File: src/rtl/scheduler_pkg.sv
// Shared entry layout, FSM state encoding and round-robin helper for the accelerator selector.
package scheduler_pkg;

    localparam int ENTRY_W   = 50;
    localparam int TYPE_ID_W = 34;
    localparam int ACC_ID_W  = 8;
    localparam int CNT_W     = 4;

    typedef struct packed {
        logic [TYPE_ID_W-1:0] type_id;
        logic [ACC_ID_W-1:0]  first_acc;
        logic [CNT_W-1:0]     cnt_m1;
        logic [CNT_W-1:0]     last;
    } sched_entry_t;

    typedef enum logic [2:0] {
        ST_IDLE,
        ST_READ,
        ST_SELECT,
        ST_RESP,
        ST_WAIT
    } sched_state_t;

    // Offset following the last grant, wrapping after the final accelerator of the group.
    function automatic logic [CNT_W-1:0] rr_next(input logic [CNT_W-1:0] cnt_m1,
                                                 input logic [CNT_W-1:0] last);
        return (last >= cnt_m1) ? '0 : last + 4'd1;
    endfunction

endpackage

File: src/rtl/scheduler_acc_select_scan.sv
// Rotating-priority scan: first offset from start (mod cnt_m1+1) whose accelerator is idle.
// Combinational; ids at or above MAX_ACCS count as busy. Result is consumed only with SCHED_BUSY_SKIP_EN.
module scheduler_acc_select_scan
    import scheduler_pkg::*;
#(
    parameter int MAX_ACCS = 16
) (
    input  logic [ACC_ID_W-1:0] first_acc,
    input  logic [CNT_W-1:0]    cnt_m1,
    input  logic [CNT_W-1:0]    start,
    input  logic [MAX_ACCS-1:0] acc_busy,
    output logic                found,
    output logic [CNT_W-1:0]    offset
);

    logic [255:0]          busy_ext;
    logic [CNT_W:0]        cand;
    logic [ACC_ID_W-1:0]   id;

    always_comb begin
        busy_ext                 = '1;
        busy_ext[MAX_ACCS-1:0]   = acc_busy;
        found                    = 1'b0;
        offset                   = start;
        cand                     = '0;
        id                       = '0;
        for (int i = 0; i < 16; i++) begin
            // start <= cnt_m1 and i <= cnt_m1, so one subtraction completes the modulo.
            cand = {1'b0, start} + 5'(i);
            if (cand > {1'b0, cnt_m1})
                cand = cand - ({1'b0, cnt_m1} + 5'd1);
            id = first_acc + {4'b0, cand[CNT_W-1:0]};
            if (!found && (4'(i) <= cnt_m1) && !busy_ext[id]) begin
                found  = 1'b1;
                offset = cand[CNT_W-1:0];
            end
        end
    end

endmodule

File: src/rtl/scheduler_acc_select.sv
// Per-type round-robin accelerator selector over an external scheduling-info memory; one request in flight.
// Accept-to-rsp_valid 3 cycles; response held until rsp_ready; SCHED_BUSY_SKIP_EN enables busy-skip with WAIT.
module scheduler_acc_select
    import scheduler_pkg::*;
#(
    parameter int MAX_ACC_TYPES = 16,
    parameter int ACC_TYPE_BITS = $clog2(MAX_ACC_TYPES),
    parameter int MAX_ACCS      = 16
) (
    input  logic                     clk,
    input  logic                     rstn,
    input  logic                     req_valid,
    output logic                     req_ready,
    input  logic [ACC_TYPE_BITS-1:0] req_acc_type,
    output logic                     rsp_valid,
    input  logic                     rsp_ready,
    output logic [ACC_ID_W-1:0]      rsp_acc_id,
    output logic [TYPE_ID_W-1:0]     rsp_type_id,
    output logic [ACC_TYPE_BITS-1:0] sched_info_rd_addr,
    output logic                     sched_info_rd_en,
    input  logic [ENTRY_W-1:0]       sched_info_rd_dout,
    output logic [ACC_TYPE_BITS-1:0] sched_info_wr_addr,
    output logic                     sched_info_wr_en,
    output logic [ENTRY_W-1:0]       sched_info_wr_din,
    input  logic [MAX_ACCS-1:0]      acc_busy
);

    sched_state_t              state_q, state_d;
    logic [ACC_TYPE_BITS-1:0]  type_q;
    sched_entry_t              entry_q;
    sched_entry_t              rd_entry;
    logic [CNT_W-1:0]          next_q;
    logic [ACC_ID_W-1:0]       acc_id_q;

    logic [ACC_ID_W-1:0]       sel_first;
    logic [CNT_W-1:0]          sel_cnt;
    logic [CNT_W-1:0]          sel_last;
    logic [CNT_W-1:0]          rr;
    logic                      pick_ok;
    logic [CNT_W-1:0]          pick;
    logic                      scan_found;
    logic [CNT_W-1:0]          scan_offset;

    assign rd_entry = sched_entry_t'(sched_info_rd_dout);

    // SELECT sees the fresh read data; WAIT re-scans from the registered copy.
    assign sel_first = (state_q == ST_SELECT) ? rd_entry.first_acc : entry_q.first_acc;
    assign sel_cnt   = (state_q == ST_SELECT) ? rd_entry.cnt_m1    : entry_q.cnt_m1;
    assign sel_last  = (state_q == ST_SELECT) ? rd_entry.last      : entry_q.last;
    assign rr        = rr_next(sel_cnt, sel_last);

    scheduler_acc_select_scan #(
        .MAX_ACCS (MAX_ACCS)
    ) u_scan (
        .first_acc (sel_first),
        .cnt_m1    (sel_cnt),
        .start     (rr),
        .acc_busy  (acc_busy),
        .found     (scan_found),
        .offset    (scan_offset)
    );

`ifdef SCHED_BUSY_SKIP_EN
    assign pick_ok = scan_found;
    assign pick    = scan_offset;
`else
    logic unused_scan;
    assign unused_scan = ^{scan_found, scan_offset};
    assign pick_ok     = 1'b1;
    assign pick        = rr;
`endif

    always_comb begin
        state_d = state_q;
        case (state_q)
            ST_IDLE:   if (req_valid) state_d = ST_READ;
            ST_READ:   state_d = ST_SELECT;
            ST_SELECT: state_d = pick_ok ? ST_RESP : ST_WAIT;
            ST_WAIT:   if (pick_ok) state_d = ST_RESP;
            ST_RESP:   if (rsp_ready) state_d = ST_IDLE;
            default:   state_d = ST_IDLE;
        endcase
    end

    always_ff @(posedge clk or negedge rstn) begin
        if (!rstn) begin
            state_q  <= ST_IDLE;
            type_q   <= '0;
            entry_q  <= '0;
            next_q   <= '0;
            acc_id_q <= '0;
        end else begin
            state_q <= state_d;
            if (state_q == ST_IDLE && req_valid)
                type_q <= req_acc_type;
            if (state_q == ST_SELECT)
                entry_q <= rd_entry;
            if ((state_q == ST_SELECT || state_q == ST_WAIT) && pick_ok) begin
                next_q   <= pick;
                acc_id_q <= sel_first + {4'b0, pick};
            end
        end
    end

    assign req_ready          = (state_q == ST_IDLE);
    assign sched_info_rd_en   = (state_q == ST_READ);
    assign sched_info_rd_addr = type_q;
    assign rsp_valid          = (state_q == ST_RESP);
    assign rsp_acc_id         = acc_id_q;
    assign rsp_type_id        = entry_q.type_id;
    // Write-back lands on the handshake edge, so a following request reads the updated entry.
    assign sched_info_wr_en   = (state_q == ST_RESP) && rsp_ready;
    assign sched_info_wr_addr = type_q;
    assign sched_info_wr_din  = {entry_q.type_id, entry_q.first_acc, entry_q.cnt_m1, next_q};

endmodule
File: config.mk
export PLATFORM = sky130hd
export DESIGN_NAME = scheduler_acc_select
export DESIGN_NICKNAME = d
export VERILOG_FILES = /design/src/rtl/scheduler_pkg.sv /design/src/rtl/scheduler_acc_select_scan.sv /design/src/rtl/scheduler_acc_select.sv
export SDC_FILE = /design/constraint.sdc
export NUM_CORES = 1
export LEC_CHECK = 0
export CAP_MARGIN = 20
export CORE_MARGIN = 2
export CORE_UTILIZATION = 41
export CTS_CLUSTER_SIZE = 14
export DETAILED_ROUTE_END_ITERATION = 6
export PLACE_DENSITY = 0.83
export SLEW_MARGIN = 20
export SYNTH_ARGS = -nofsm -noshare
export SYNTH_HDL_FRONTEND = slang
export SYNTH_SLANG_ARGS = --single-unit
File: constraint.sdc
create_clock -name clk -period 4.5 [get_ports clk]
set_input_delay 1.35 -clock clk [delete_from_list [all_inputs] [get_ports clk]]
set_output_delay 1.35 -clock clk [all_outputs]
set_load 0.05 [all_outputs]
## After elaboration in Yosys (flattened, before gate mapping)

Cells that the tools add are included.
Widths: inputs -> output; s select.

- Add/subtract/negate cells: 2
- Order comparisons: 1
- Equal/unequal tests: 6
- Mux-type cells: 7
- Reductions and logical operators: 6

Operators with widths:

| cell | count |
|---|---|
| $mux 4 | 3 |
| $pmux 3 s4 | 1 |
| $add 8x4->8 | 1 |
| $mux 8 | 1 |
| $eq 3x2->1 const B | 2 |
| $mux 3 | 2 |
| $add 4x1->4 const B | 1 |
| $ge 4x4->1 | 1 |
| $eq 3x1->1 const B | 1 |
| $eq 3x3->1 const B | 1 |
| $logic_not 3->1 | 1 |
| $logic_and 1x1->1 | 2 |
| $ne 2x1->1 const B | 1 |
| $ne 2x2->1 const B | 1 |
| $reduce_and 2->1 | 1 |
| $reduce_or 2->1 | 1 |
| $logic_or 1x1->1 | 1 |

- Register bits: 69
- Bits of input ports: 74
- Output and inout port bits: 104
- Logic and storage cells: 30

## Depth between registers and ports, before layout

Gate-level depths: netlist (run 1).

- Depth in word-level cells: 5
- Mapped depth: 17
- Mapped depth without buffers: 15

## Worst setup path after synthesis (run 1)

Ideal clock, no wire load.

- Path kind: input -> register
- Start: in sched_info_rd_dout[0]
- End: reg acc_id_q[5], in the netlist rsp_acc_id[5]
- Arrival: 3758 ps
- Data required time: 4376 ps
- Path slack: 618 ps
- Stages: 12
- Buffers on the path: 0
- Path through: mux2_2 > inv_1 > ha_1 > nand2b_4 > a2111oi_4 > nor3_2 > nor2_1 > ha_1 > a211oi_1 > o21bai_2 > mux2i_1 > a211o_1

- Longest elaborated chain between the ends: 4
- Elaborated cells between the ends (all ways): 5

Ends and longest elaborated chain:

| element | line | text |
|---|---|---|
| start, declared | scheduler_acc_select.sv:21 | `input logic [ENTRY_W-1:0] sched_info_rd_dout,` |
| $mux 4 (*) | scheduler_acc_select.sv:49 | `assign sel_last = (state_q == ST_SELECT) ? rd_entry.last : entry_q.last;` |
| $add 4x1->4 or $ge 4x4->1 (tied branches) | scheduler_pkg.sv:27 | `return (last >= cnt_m1) ? '0 : last + 4'd1;` |
| $mux 4 (*) | scheduler_pkg.sv:27 |  |
| net pick[1] | scheduler_acc_select.sv:40 | `logic [CNT_W-1:0] pick;` |
| $add 8x4->8 (*) | scheduler_acc_select.sv:100 | `acc_id_q <= sel_first + {4'b0, pick};` |
| end signal, assigned | scheduler_acc_select.sv:100 |  |
| end, declared | scheduler_acc_select.sv:33 | `logic [ACC_ID_W-1:0] acc_id_q;` |

Mark *: on every way through the listed nets, which the timed path passes. The rest lies on a longest branch.
A chain may end at the register's enable or synchronous reset.

## Final worst setup path (run 1)

- Start: in sched_info_rd_dout[0]
- End: reg acc_id_q[4], in the netlist rsp_acc_id[4]

Same word-level chain as after synthesis.

==> out/metrics.yaml, run 1 <==
run_status: "finished, final reports clean"
synth_enable_flop_cells: 0
post-cts-setup-buffer-count: 0
worst_clock_skew_ns: 0.00967
timing.slew.headroom_pct: 42.4
fin_setup_tns_ns: 0
antenna_found_initial: 0
synthXorXnorAreaFrac_pct: 1.17
first_global_vias: 2584
gpl.final_weighted_congestion: 0.792
post_cts_resize_count: 0
synthAdderAreaFrac_pct: 4.88
worstMarginPinSlew_ns: 0.864
synth-compound-area-share_pct: 5.62
final_design_area_no_fill_um2: 5040
final_nets: 484
dpl-instance-area_um2: 4850
timing.hold.ws_ns: 0.486
worstHoldPathType: "flop to flop"
hold_buffers: 0
rows: 34
placeableCoreArea_um2: 8810
insertion_delay_ns: 0.33
clock-sinks: 68
drive_gt1_share_pct: 21.7
ioPinCount: 178
post-route-period-util_pct: 92.6
max_freq_mhz: 240
via_per_inst: 4.72
setup-violations-final: 0
globalRoute.totalOverflow: 0
dieHeight_um: 99.5
layout_commonest_cell: "sky130_fd_sc_hd__clkdlybuf4s50_1"
yosys_register_bits: 68
crit_type: "input port to flop"
initialDrtViolationCount: 81
multiplexer_fraction_of_the_synthesized_cell_area_pct: 19.0
root_buffer: "sky130_fd_sc_hd__clkbuf_8"
yosysSeqAreaShare_pct: 45.5
post_syn_instances: 312
path_max_fanout: 6
tritoncts: "yes"
synthesis.area_um2: 3740
chipWidth_um: 99.5
final_antenna_net_count: 0
place_hpwl_um: 5960
timing.final.max_slew_violations: 0
postSynth.asyncResetShare_pct: 100
ys_dominant_reg_cell: "sky130_fd_sc_hd__dfrtp_1"
syn_nets: 400
grt_setup_unrepaired: "false"
routed-via-count: 2405
worst_path_max_delay_cell: "sky130_fd_sc_hd__clkdlybuf4s50_1"
grt_max_degree: 69
level_count_of_the_clock_h_tree: 3
critPathLaunchType: "input port"
yosys_warnings: 0
yosysUniqueCellTypes: 38
place.port_buffers: 161
grt_pass1_wl_um: 12600
syn_area_per_cell_um2: 12.0
post-route-drc-count: 0
dieArea_um2: 9900
cp_cell_sequence: "clkdlybuf4s50_1 > mux2_2 > inv_1 > ha_1 > nand2b_4 > a2111oi_4 > nor3_2 > nor2_1 > ha_1 > fa_1 > and3_1 > nor2_1 > xnor2_1 > mux2_2"
required_ns: 4.72
drt_pass_1_iters: 4
dominant_combinational_cell_family_by_area_after_synthesis: "buffers and inverters"
cts_buffers: 9
route.detailed.wl_per_inst_um: 15.2
initial_core_util_pct: 42.5
layout.cells.most_common_list: "sky130_fd_sc_hd__clkdlybuf4s50_1, sky130_fd_sc_hd__dfrtp_1, sky130_fd_sc_hd__mux2_2"
finalHoldViolCount: 0
post_synth_and_or_nand_nor_area_fraction_pct: 4.31
critical_path_arrival_ns: 4.38
drv.max_cap_violation_count: 0
grt_util_all_layers_pct: 16.1
clkSlewWorstSetupHoldPaths_ns: 0.07
slowest_delay_ns: 0.52
critical_path.endpoint_type: "flop"
relative_area_change_from_synthesis_to_final_layout_pct: 34.6
final.min_clock_period_ns: 4.17
clock_path_buffers: 2
wl_um: 7750
antenna_diode_count: 0
[kinds of logic after synthesis]
group	after synthesis
mux	63
flops	68
fa+ha+maj	14
simple gates	33
xor+xnor	5
buf+inv	104
compound gates	25
[synthesized netlist by cell type (3+ instances only)]
cell	instances	area share, %
sky130_fd_sc_hd__o2bb2ai_1	3	0.70
sky130_fd_sc_hd__mux2_2	57	17
sky130_fd_sc_hd__o21ai_0	4	0.54
sky130_fd_sc_hd__nor2_1	9	0.90
sky130_fd_sc_hd__dfrtp_1	68	45
sky130_fd_sc_hd__xnor2_1	4	0.94
sky130_fd_sc_hd__buf_2	4	0.54
sky130_fd_sc_hd__inv_1	11	1.1
sky130_fd_sc_hd__ha_1	13	4.3
sky130_fd_sc_hd__nand2_1	14	1.4
sky130_fd_sc_hd__mux2i_1	4	1.1
sky130_fd_sc_hd__buf_4	89	18
[metal layers]
metal  vias to the layer above  GRT usage [%]  wire length, um
li1                       1140              -                -
met1                      1163           19.1             3120
met2                        87           28.2             4110
met3                        15           3.87              399
met4                         0           6.11              119
met5                         -              0                0
[worst max-delay path, delay by kind of cell]
kind	cells	cell delay, ns
AOI/OAI and AO/OA	1	0.07
xor gates and xnor gates	1	0.07
muxes	2	0.43
and+or+nand+nor	5	0.94
buffers and inverters	2	0.56
adders and majority gates	3	0.95
[path summary, 6_finish.rpt]
kind | from | end | slack [ns] | depth (start not counted)
hold / removal | next_q[3] | next_q[3] | 0.49 | 2
setup reg to reg | state_q[0] | rsp_acc_id[4] | 0.89 | 14
setup / recovery | sched_info_rd_dout[0] | rsp_acc_id[4] | 0.33 | 14
hold reg to reg | next_q[3] | next_q[3] | 0.49 | 2
max in group asynchronous | rstn | rsp_type_id[21] | 2.80 | 1
min in group asynchronous | rstn | sched_info_rd_addr[0] | 1.13 | 1
[through the flow]
stage                     setup slack (ns)  std cells  utilization [%]
after floorplan                      0.618        312                -
after global placement              0.0620        493             55.0
after detailed placement           -0.0143        493             55.0
after CTS                            0.349        509             57.2
after global routing                 0.132        509             57.2
final                                0.335        509             57.2
[flip-flops by register name, summed over array words and instances (netlist names)]
signal and cells:
rsp_type_id 34, sched_info_wr_din 12, rsp_acc_id 8, entry_q 4
next_q 4, sched_info_rd_addr 4, state_q 2
[cell type report]
class | count | area [um2]
Fill cell | 766 | 3770
Sequential cell | 68 | 1700
Timing Repair Buffer | 166 | 1650
Multi-Input combinational cell | 140 | 1320
Clock buffer | 13 | 169
Tap cell | 108 | 135
Inverter | 11 | 41.3
Clock inverter | 3 | 20.0
Power of run 1 is left out: the tool's default activity adds up to more than one toggle a clock period on the data nets, which glitch-free logic cannot reach.
==> run 2, diff against run 1 <==
--- a/config.mk
+++ b/config.mk
@@ -7,10 +7,10 @@
 export LEC_CHECK = 0
 export CAP_MARGIN = 20
 export CORE_MARGIN = 2
-export CORE_UTILIZATION = 41
+export CORE_UTILIZATION = 37
 export CTS_CLUSTER_SIZE = 14
 export DETAILED_ROUTE_END_ITERATION = 6
-export PLACE_DENSITY = 0.83
+export PLACE_DENSITY = 0.8
 export SLEW_MARGIN = 20
 export SYNTH_ARGS = -nofsm -noshare
 export SYNTH_HDL_FRONTEND = slang
==> constraint.sdc (replaced) <==
create_clock -name clk -period 3.35 [get_ports clk]
set_input_delay 1.005 -clock clk [delete_from_list [all_inputs] [get_ports clk]]
set_output_delay 1.005 -clock clk [all_outputs]
set_load 0.05 [all_outputs]
==> out/metrics.yaml, run 2 (same netlist as run 1, synthesis figures left out) <==
drt_pass_1_iters: 4
globalRoute.totalOverflow: 0
worst_clock_skew_ns: 0.00672
relative_area_change_from_synthesis_to_final_layout_pct: 44.3
grt_max_degree: 69
worstHoldPathType: "flop to flop"
worstReg2RegEnd: "rsp_acc_id[6]"
root_buffer: "sky130_fd_sc_hd__clkbuf_8"
placeableCoreArea_um2: 9770
drv.max_cap_violation_count: 0
critPathLaunch: "sched_info_rd_dout[6]"
post-route-period-util_pct: 98.9
wl_um: 8200
final_antenna_net_count: 0
rows: 36
grt_util_all_layers_pct: 14.6
insertion_delay_ns: 0.34
first_global_vias: 2553
cts_buffers: 9
level_count_of_the_clock_h_tree: 3
largest_reg_flops: 34
antenna_diode_count: 0
final_nets: 508
clock_path_buffers: 2
worst-r2r-cell-count: 14
initialDrtViolationCount: 53
run_status: "finished, final reports clean"
critical_path_arrival_ns: 3.54
route.detailed.wl_per_inst_um: 14.7
dieHeight_um: 105
antenna_found_initial: 0
place.port_buffers: 161
clock-sinks: 68
routed-via-count: 2528
ioPinCount: 178
timing.slew.headroom_pct: 41.5
post-route-drc-count: 0
setup.worst_path.end: "rsp_acc_id[4]"
filler_cell_count: 855
setup-violations-final: 0
path_max_fanout: 6
via_per_inst: 4.53
grt_pass1_wl_um: 12800
drive_gt1_share_pct: 32.2
layout_commonest_cell: "sky130_fd_sc_hd__clkdlybuf4s50_1"
final.min_clock_period_ns: 3.31
chipWidth_um: 105
reg2reg_from: "state_q[0]"
regToRegSetupSlack_ns: 0.14
required_ns: 3.57
place_hpwl_um: 5870
dieArea_um2: 10900
initial_core_util_pct: 38.3
finalHoldViolCount: 0
crit_type: "input port to flop"
tritoncts: "yes"
critical_path.endpoint_type: "flop"
clkSlewWorstSetupHoldPaths_ns: 0.08
timing.final.max_slew_violations: 0
layout.cells.most_common_list: "sky130_fd_sc_hd__clkdlybuf4s50_1, sky130_fd_sc_hd__dfrtp_1, sky130_fd_sc_hd__mux2_2"
max_freq_mhz: 302
gpl.final_weighted_congestion: 0.784
worstMarginPinSlew_ns: 0.878
fin_setup_tns_ns: 0
critPathLaunchType: "input port"
[run 2: worst max-delay path, stage by stage]
cell	delay (ns)
sky130_fd_sc_hd__clkdlybuf4s50_1	0.43
sky130_fd_sc_hd__mux2i_2	0.28
sky130_fd_sc_hd__ha_4	0.21
sky130_fd_sc_hd__a2111oi_4	0.05
sky130_fd_sc_hd__nor3_4	0.36
sky130_fd_sc_hd__nor2_4	0.10
sky130_fd_sc_hd__buf_4	0.15
sky130_fd_sc_hd__fa_2	0.38
sky130_fd_sc_hd__and3_4	0.17
sky130_fd_sc_hd__nor2_4	0.07
sky130_fd_sc_hd__xnor2_1	0.06
sky130_fd_sc_hd__mux2_2	0.26
[run 2: worst min path at each step]
stage	startpoint	to	slack, ns	depth (start not counted)
after detailed placement	next_q[2]	next_q[2]	0.48	1
after floorplan	entry_q[2]	entry_q[2]	0.47	2
after global routing	next_q[2]	next_q[2]	0.51	1
final	next_q[0]	next_q[0]	0.49	2
after CTS	next_q[0]	next_q[0]	0.50	2
after global placement	next_q[1]	next_q[1]	0.47	2
[run 2: timing repair]
item,4_1_cts,5_1_grt
buffers inserted,5,2
gates resized for setup,13,17
pin swaps,9,11
endpoints found under the setup margin,5,4
hold buffers,0,0
[run 2: final cells by class]
class	instances	area [um2]	area share (%)
timing repair buffer	190	1840	34.1
sequential	68	1700	31.5
multi-input combinational	140	1480	27.4
tap	133	166	3.08
clock buffer	9	124	2.29
clock inverter	7	43.8	0.811
inverter	11	43.8	0.811
[run 2: metrics by stage]
stage          hold slack, ns  cells  worst slack [ns]  util [%]  cell area, um2
5_1_grt                 0.514    558           -0.0605      55.2            5400
3_3_place_gp            0.472    535            -0.498      52.0            5080
6_report                0.494    558            0.0367      55.2            5400
3_5_place_dp            0.476    535            -0.555      52.0            5080
2_1_floorplan           0.468    312          -0.00272         -            3820
4_1_cts                 0.499    556           0.00331      54.4            5310
[run 2: routing by layer]
layer | GRT usage (%) | vias to the layer above | part of all wire [%]
li1 | - | 1189 | -
met1 | 17.3 | 1234 | 41
met2 | 25.7 | 94 | 52
met3 | 3.43 | 11 | 6.0
met4 | 5.50 | 0 | 1.2
met5 | 0 | - | 0
Power of run 2 is left out for the same reason.
==> run 3, diff against run 2 <==
--- a/config.mk
+++ b/config.mk
@@ -7,11 +7,11 @@
 export LEC_CHECK = 0
 export CAP_MARGIN = 20
 export CORE_MARGIN = 2
-export CORE_UTILIZATION = 37
+export CORE_UTILIZATION = 30
 export CTS_CLUSTER_SIZE = 14
 export DETAILED_ROUTE_END_ITERATION = 6
-export PLACE_DENSITY = 0.8
-export SLEW_MARGIN = 20
+export PLACE_DENSITY = 0.67
+export SLEW_MARGIN = 25
 export SYNTH_ARGS = -nofsm -noshare
 export SYNTH_HDL_FRONTEND = slang
 export SYNTH_SLANG_ARGS = --single-unit
==> out/metrics.yaml, run 3 (same netlist as run 1, synthesis figures left out) <==
run_status: "finished, final reports clean"
rows: 40
relative_area_change_from_synthesis_to_final_layout_pct: 50.1
clock-sinks: 68
worstMarginPinSlew_ns: 0.873
grt_pass1_wl_um: 13000
post-route-drc-count: 0
antenna_diode_count: 0
drv.max_cap_violation_count: 0
timing.slew.headroom_pct: 41.8
grt_max_degree: 69
globalRoute.totalOverflow: 0
level_count_of_the_clock_h_tree: 3
worstHoldPathType: "flop to flop"
path_max_fanout: 5
setup-violations-final: 0
cts_buffers: 9
drt_pass_1_iters: 4
dieArea_um2: 13400
tritoncts: "yes"
ioPinCount: 178
wl_um: 8290
postLayoutCoreUtil_pct: 46.4
via_per_inst: 4.34
grt_setup_unrepaired: "true"
initialDrtViolationCount: 42
initial_core_util_pct: 30.9
finalHoldViolCount: 0
post-route-period-util_pct: 98.6
worst_path_max_delay_cell: "sky130_fd_sc_hd__a2111oi_4"
worstPathBufferInverterCount: 3
gpl.final_weighted_congestion: 0.736
critical_path.endpoint_type: "flop"
final.min_clock_period_ns: 3.30
clock_path_buffers: 2
layout_commonest_cell: "sky130_fd_sc_hd__clkdlybuf4s50_1"
root_buffer: "sky130_fd_sc_hd__clkbuf_16"
grt_util_all_layers_pct: 12.4
first_global_vias: 2616
placeableCoreArea_um2: 12100
drive_gt1_share_pct: 32.3
critPathLaunchType: "input port"
dieHeight_um: 116
chipWidth_um: 116
routed-via-count: 2599
crit_type: "input port to flop"
critical_path_arrival_ns: 3.51
slowest_delay_ns: 0.40
layout.cells.most_common_list: "sky130_fd_sc_hd__clkdlybuf4s50_1, sky130_fd_sc_hd__dfrtp_1, sky130_fd_sc_hd__mux2_2"
insertion_delay_ns: 0.32
clkSlewWorstSetupHoldPaths_ns: 0.05
antenna_found_initial: 0
timing.final.max_slew_violations: 0
hold_buffers: 0
required_ns: 3.56
cp_cell_sequence: "buf_6 > mux2_4 > inv_2 > ha_4 > nand2b_4 > a2111oi_4 > nor3_4 > buf_6 > nor2_4 > ha_4 > a211oi_4 > o21bai_2 > mux2i_1 > a211o_1"
place_hpwl_um: 6090
final_nets: 515
place.port_buffers: 161
route.detailed.wl_per_inst_um: 13.8
worst_clock_skew_ns: 0.00539
largest_reg_flops: 34
worst_path_dominant_cell_family: "compound AO/OA/AOI/OAI gates"
final_antenna_net_count: 0
max_freq_mhz: 303
-- run 3: cell count changes in the layout (fill, tap and decap cells not counted), moves of 3 or more --
cell,change
sky130_fd_sc_hd__buf_4,+5
sky130_fd_sc_hd__buf_6,+3
sky130_fd_sc_hd__clkbuf_16,+9
sky130_fd_sc_hd__clkbuf_8,-6
sky130_fd_sc_hd__clkinv_2,-4
-- run 3: per-stage QoR --
stage | instances | area, um2 | setup WS (ns) | hold WS, ns | setup TNS (ns)
floorplan | 312 | 3820 | -0.00272 | 0.468 | -0.00272
global placement | 571 | 5130 | -0.511 | 0.475 | -2.89
detailed placement | 571 | 5130 | -0.579 | 0.477 | -3.19
CTS | 591 | 5500 | 0.00758 | 0.493 | 0
global route | 599 | 5620 | -0.0430 | 0.521 | -0.0787
finish | 599 | 5620 | 0.0463 | 0.494 | 0
-- run 3: metal layers --
layer	track usage [%]	vias to the layer above	share of wire (%)
met1	14.7	1279	41
met5	0	-	0
li1	-	1205	-
met3	4.08	10	7.7
met2	21.4	105	50
met4	3.81	0	1.1
-- run 3: path summary, 6_finish.rpt --
kind	startpoint	slack [ns]	end	cells past startpoint
min in group asynchronous	rstn	0.81	rsp_type_id[26]	1
max reg2reg	state_q[0]	0.08	rsp_acc_id[5]	15
min	next_q[1]	0.49	next_q[1]	2
max	sched_info_rd_dout[0]	0.05	rsp_acc_id[5]	14
min reg2reg	next_q[1]	0.49	next_q[1]	2
max in group asynchronous	rstn	1.98	next_q[3]	1
-- run 3: area by class of cell --
class,instances,area (um2)
tap,168,210
clock buffer,14,274
fill,1148,6500
multi-input combinational,140,1460
sequential,68,1700
clock inverter,1,30.0
inverter,11,41.3
timing repair buffer,197,1890
-- run 3: worst min-delay path, cell delays in order, from the launching register on --
cell and delay, ns:
sky130_fd_sc_hd__dfrtp_1 0.35, sky130_fd_sc_hd__nand2_1 0.06, sky130_fd_sc_hd__o31ai_1 0.05
-- run 3: repair_timing --
| item | 4_1_cts | 5_1_grt |
|---|---|---|
| buffers inserted | 5 | 8 |
| endpoints found under the hold margin | 0 | 0 |
| resized for setup | 20 | 13 |
| pin swaps | 11 | 12 |
| setup endpoints to repair | 5 | 4 |
| gates cloned | 0 | 0 |
Power of run 3 is left out for the same reason.
